`src/rtl/wta_first_spike.sv`:
```
// wta_first_spike: one gamma window of GAMMA steps over a neuron column,
// captures the earliest-firing neuron (lowest index on a tie) and its
// spike time, then holds the result on a valid/ready output until taken.
module wta_first_spike #(
  parameter int NUM_NEURONS = 8,
  parameter int GAMMA       = 16,
  parameter int IBITS       = $clog2(NUM_NEURONS),
  parameter int TBITS       = $clog2(GAMMA + 1)
) (
  input  logic                   clk,
  input  logic                   rst_n,
  input  logic                   start,
  input  logic [NUM_NEURONS-1:0] spikes_in,
  output logic [TBITS-1:0]       time_step,
  output logic                   busy,
  output logic [NUM_NEURONS-1:0] inhibit,
  output logic                   out_valid,
  input  logic                   out_ready,
  output logic [IBITS-1:0]       winner_idx,
  output logic [TBITS-1:0]       winner_time,
  output logic                   no_spike
);

  typedef enum logic [1:0] {IDLE, RUN, DONE} state_t;

  localparam logic [TBITS-1:0] LAST_STEP = TBITS'(GAMMA - 1);
  localparam logic [TBITS-1:0] NO_TIME   = TBITS'(GAMMA);

  state_t           state, state_nxt;
  logic             captured;
  logic [IBITS-1:0] first_idx;
  logic             last_step;

  assign last_step = (time_step == LAST_STEP);

  // Lowest set bit of spikes_in; scanning downward lets the lowest index win.
  always_comb begin
    first_idx = '0;
    for (int i = NUM_NEURONS - 1; i >= 0; i--)
      if (spikes_in[i]) first_idx = IBITS'(i);
  end

  // State register.
  always_ff @(posedge clk or negedge rst_n) begin
    if (!rst_n) state <= IDLE;
    else        state <= state_nxt;
  end

  // Next state: fixed-length window, no early exit; start only counts in IDLE.
  always_comb begin
    state_nxt = state;
    case (state)
      IDLE:    if (start)     state_nxt = RUN;
      RUN:     if (last_step) state_nxt = DONE;
      DONE:    if (out_ready) state_nxt = IDLE;
      default:                state_nxt = IDLE;
    endcase
  end

  // Step counter and first-spike capture. IDLE preloads the "no winner"
  // result so a silent window needs no extra fix-up on the way to DONE.
  always_ff @(posedge clk or negedge rst_n) begin
    if (!rst_n) begin
      time_step   <= '0;
      captured    <= 1'b0;
      winner_idx  <= '0;
      winner_time <= '0;
    end else begin
      case (state)
        IDLE: begin
          time_step   <= '0;
          captured    <= 1'b0;
          winner_idx  <= '0;
          winner_time <= NO_TIME;
        end
        RUN: begin
          time_step <= last_step ? '0 : time_step + TBITS'(1);
          if (!captured && |spikes_in) begin
            captured    <= 1'b1;
            winner_idx  <= first_idx;
            winner_time <= time_step;
          end
        end
        default: ;  // DONE holds the result stable under backpressure
      endcase
    end
  end

  assign busy      = (state != IDLE);
  assign out_valid = (state == DONE);
  assign no_spike  = out_valid & ~captured;

  // Lateral inhibition: every neuron except the winner, only while running.
  for (genvar g = 0; g < NUM_NEURONS; g++) begin : g_inh
    assign inhibit[g] = (state == RUN) && captured && (winner_idx != IBITS'(g));
  end

endmodule

```
`config.mk`:
```
export PLATFORM = sky130hd
export DESIGN_NAME = wta_first_spike
export DESIGN_NICKNAME = d
export VERILOG_FILES = /design/src/rtl/wta_first_spike.sv
export SDC_FILE = /design/constraint.sdc
export NUM_CORES = 1
export LEC_CHECK = 0
export CAP_MARGIN = 15
export CORE_AREA = 2 2 49 51
export CTS_BUF_LIST = sky130_fd_sc_hd__clkbuf_16
export DETAILED_ROUTE_END_ITERATION = 10
export DIE_AREA = 0 0 51 53
export GPL_TIMING_DRIVEN = 0
export MAX_ROUTING_LAYER = met4
export PLACE_DENSITY = 0.76
export REMOVE_ABC_BUFFERS = 1
export SYNTH_ARGS = -nofsm -noshare
export SYNTH_HDL_FRONTEND = slang
export SYNTH_SLANG_ARGS = --single-unit
```
`constraint.sdc`:
```
create_clock -name clk -period 1.85 [get_ports clk]
set_clock_uncertainty 0.05 [all_clocks]
set_input_delay 0.555 -clock clk [delete_from_list [all_inputs] [get_ports clk]]
set_output_delay 0.555 -clock clk [all_outputs]
set_load 0.05 [all_outputs]
```
==> impl_results.md <==
* Tmin final at 1.96 ns
* Failing checks: setup timing
* Longest individual stage delay on the worst path at 0.43 ns
* Clk sink count at 16
* Max-cap viol count at 0
* Asr flop ratio synth at between 90% and 100%
* Layout area overhead at 66.3%
* Via count at between 800 and 900
* RSZ-0062 raised after global routing: true
* Detailed-placement wirelength estimate at about 1500 um
* Clk pin slew, worst setup/hold paths at 0.05 ns
* Top-area cell type share of the netlist area at a little under half
* Data arrival at the endpoint of the critical path at ~1.4 ns
* Crit path buffers/inverters at 1
* Count of mapped cells out of synthesis at 90
* TritonCTS clock tree: yes
* Count of input and output buffers at 35
* Clk Latency, worst-skew pair at 0.25 ns
* Period Utilization, post-route at 106%
* Number of register bits inferred by synthesis at 16
* Slew at the pin with the worst max-slew slack at 0.699 ns
* Critical path peak fanout at 6
* CP top delay family: flip-flops
* Data required time of the worst path at 1.24 ns
* Element type at the critical path start: register
* Num CTS Buffers at 3
* Kind of critical path: reg -> out
* Routed wire length at about 2400 um
* Largest net degree at the start of global routing at 17
* Antenna violations before repair at 0
* Global-route wire length before repair at roughly 4000 um
* Number of inserted filler cells in the final layout at ~180
* Post-synth EDFFs at 0
* Highest-count cells in the layout ignoring fill and taps: dlygate4sd2_1, dfrtp_1, buf_4
* Synth Cell Area at around 860 um2
* Number of setup violations in the final report at 6
* Detailed Routing Iterations Pass 1 at 3
* Average wire length per cell after detail routing at about 15 um
* Global Route Usage Sum at approximately 21%
* Post-synthesis cell type with the largest combined area: dfrtp_1
* # IOs at 36
* Cell Chain, Critical Path: nor2b_4 > nand2_4 > a31oi_1 > buf_4
* Worst min-delay path class: reg -> reg
* Number of unique standard cell types used by synthesis at 30
* Main synth FF type: dfrtp_1
* Number of nets still failing antenna checks after routing at 0
* Layout cells sized above 1 at 36.8%
* Drt first-iter violations at 15
* Final-report max-slew violation count at 0
* Mean instance size in the synthesized netlist at roughly 9.6 um2
* Portion of the post-synthesis area used by sequential elements at roughly 46%
* Post-detailed-route DRC marker count at 0
* Initial standard-cell utilization of the core at 40.2%
* Number of buffers on the longest clock path at 2
* Global route total overflow at 0
* Max stage delay cell, worst path: dfrtp_2
* Most common cell after layout, fill and taps aside: dlygate4sd2_1
* Outcome: finished, violations left
* Via density per instance at 5.34
* Utilization after layout at between 60 and 70%
* Cell Rows at 17
* Die area at between 2000 and 3000 um2
* Largest cells by area after synthesis: dfrtp_1, a22o_1, nor2_1
* Number of warnings printed during yosys synthesis at 0
* Final Hold Vio Count at 0
* Library cell used as clock root buffer: clkbuf_16
* Timing-limited maximum frequency at 510 MHz
* Core box area at ~2100 um2
* Number of global-route vias before repair at 846
* Normalized max-slew margin at between 50% and 60%
* Net count, final at 150
* Vertical die dimension at 53 um
* H-tree depth at 1
* Crit end category: primary output
* Minimum setup slack in the final design at -0.112 ns
* Number of diodes at 0
* X dimension of the die at ~51 um
* Gpl congestion at between 0.8 and 0.9
[registers in the layout, indices dropped and copies added, names as in the netlist]
name and count:
winner_idx 3, state 2, time_step 5, winner_time 5, captured 1
[Yosys cell counts, drive strengths merged (2+ instances only)]
library cell and n:
nand3 4, a31oi 4, inv 6, a211oi 2
dfrtp 16, o21ai 5, or4 2, nand2b 2
clkbuf 2, nor2 11, nand2 4, a21oi 6
a22o 8, nor2b 2, o311a 2, a21o 2
buf 2
[routing by layer]
metal,global-route usage [%],vias to the layer above,routed length (um)
met5,-,-,0
met1,23.7,419,1040
met4,11.7,0,57
met3,4.24,6,97
li1,-,429,-
met2,33.3,21,1180
[repair_timing]
| item | in CTS | in global routing |
|---|---|---|
| hold buffers | 0 | 0 |
| resized for setup | 109 | 19 |
| pin swaps | 3 | 5 |
| setup buffers | 10 | 1 |
| endpoints found under the setup margin | 32 | 21 |
[final cells by class]
cell class,instances,area [um2],share of cell area (%)
clock buffer,3,75.1,5.22
clock inverter,1,3.75,0.261
multi-input combinational,64,479,33.3
tap,28,35.0,2.44
inverter,6,22.5,1.57
sequential,16,405,28.2
timing repair buffer,46,417,29.0
[per-stage QoR]
stage	cell area [um2]	setup slack (ns)	setup TNS, ns	hold slack (ns)	instances
2_1_floorplan	848	-0.503	-3.14	0.209	86
5_1_grt	1440	-0.159	-0.809	0.477	164
6_report	1440	-0.112	-0.421	0.455	164
3_5_place_dp	1230	-0.804	-10.50	0.447	149
3_3_place_gp	1230	-0.765	-10.06	0.438	149
4_1_cts	1380	-0.0856	-0.322	0.453	163
[path summary, 6_finish.rpt]
path,start,end,slack (ns),cells after the start
worst max-delay path,state[1],inhibit[5],-0.11,4
worst min-delay path,winner_time[1],winner_time[1],0.45,1
worst max register to register,state[1],winner_time[0],0.38,5
worst min register to register,winner_time[1],winner_time[1],0.45,1
max in group asynchronous,rst_n,winner_idx[2],0.58,1
min in group asynchronous,rst_n,time_step[0],0.68,1
[kinds of logic (layout without fill, tap and decap cells)]
family,Yosys count,after routing,synth area share [%]
buffers and inverters,10,56,4.49
DFF,16,16,46.3
muxes,1,1,1.30
and+or+nand+nor,28,28,16.6
adders and majority gates,1,1,1.45
AOI/OAI and AO/OA,34,34,29.8
Power is not shown: default switching activity piles up to over one toggle a cycle in this logic, so the estimate is an artifact.
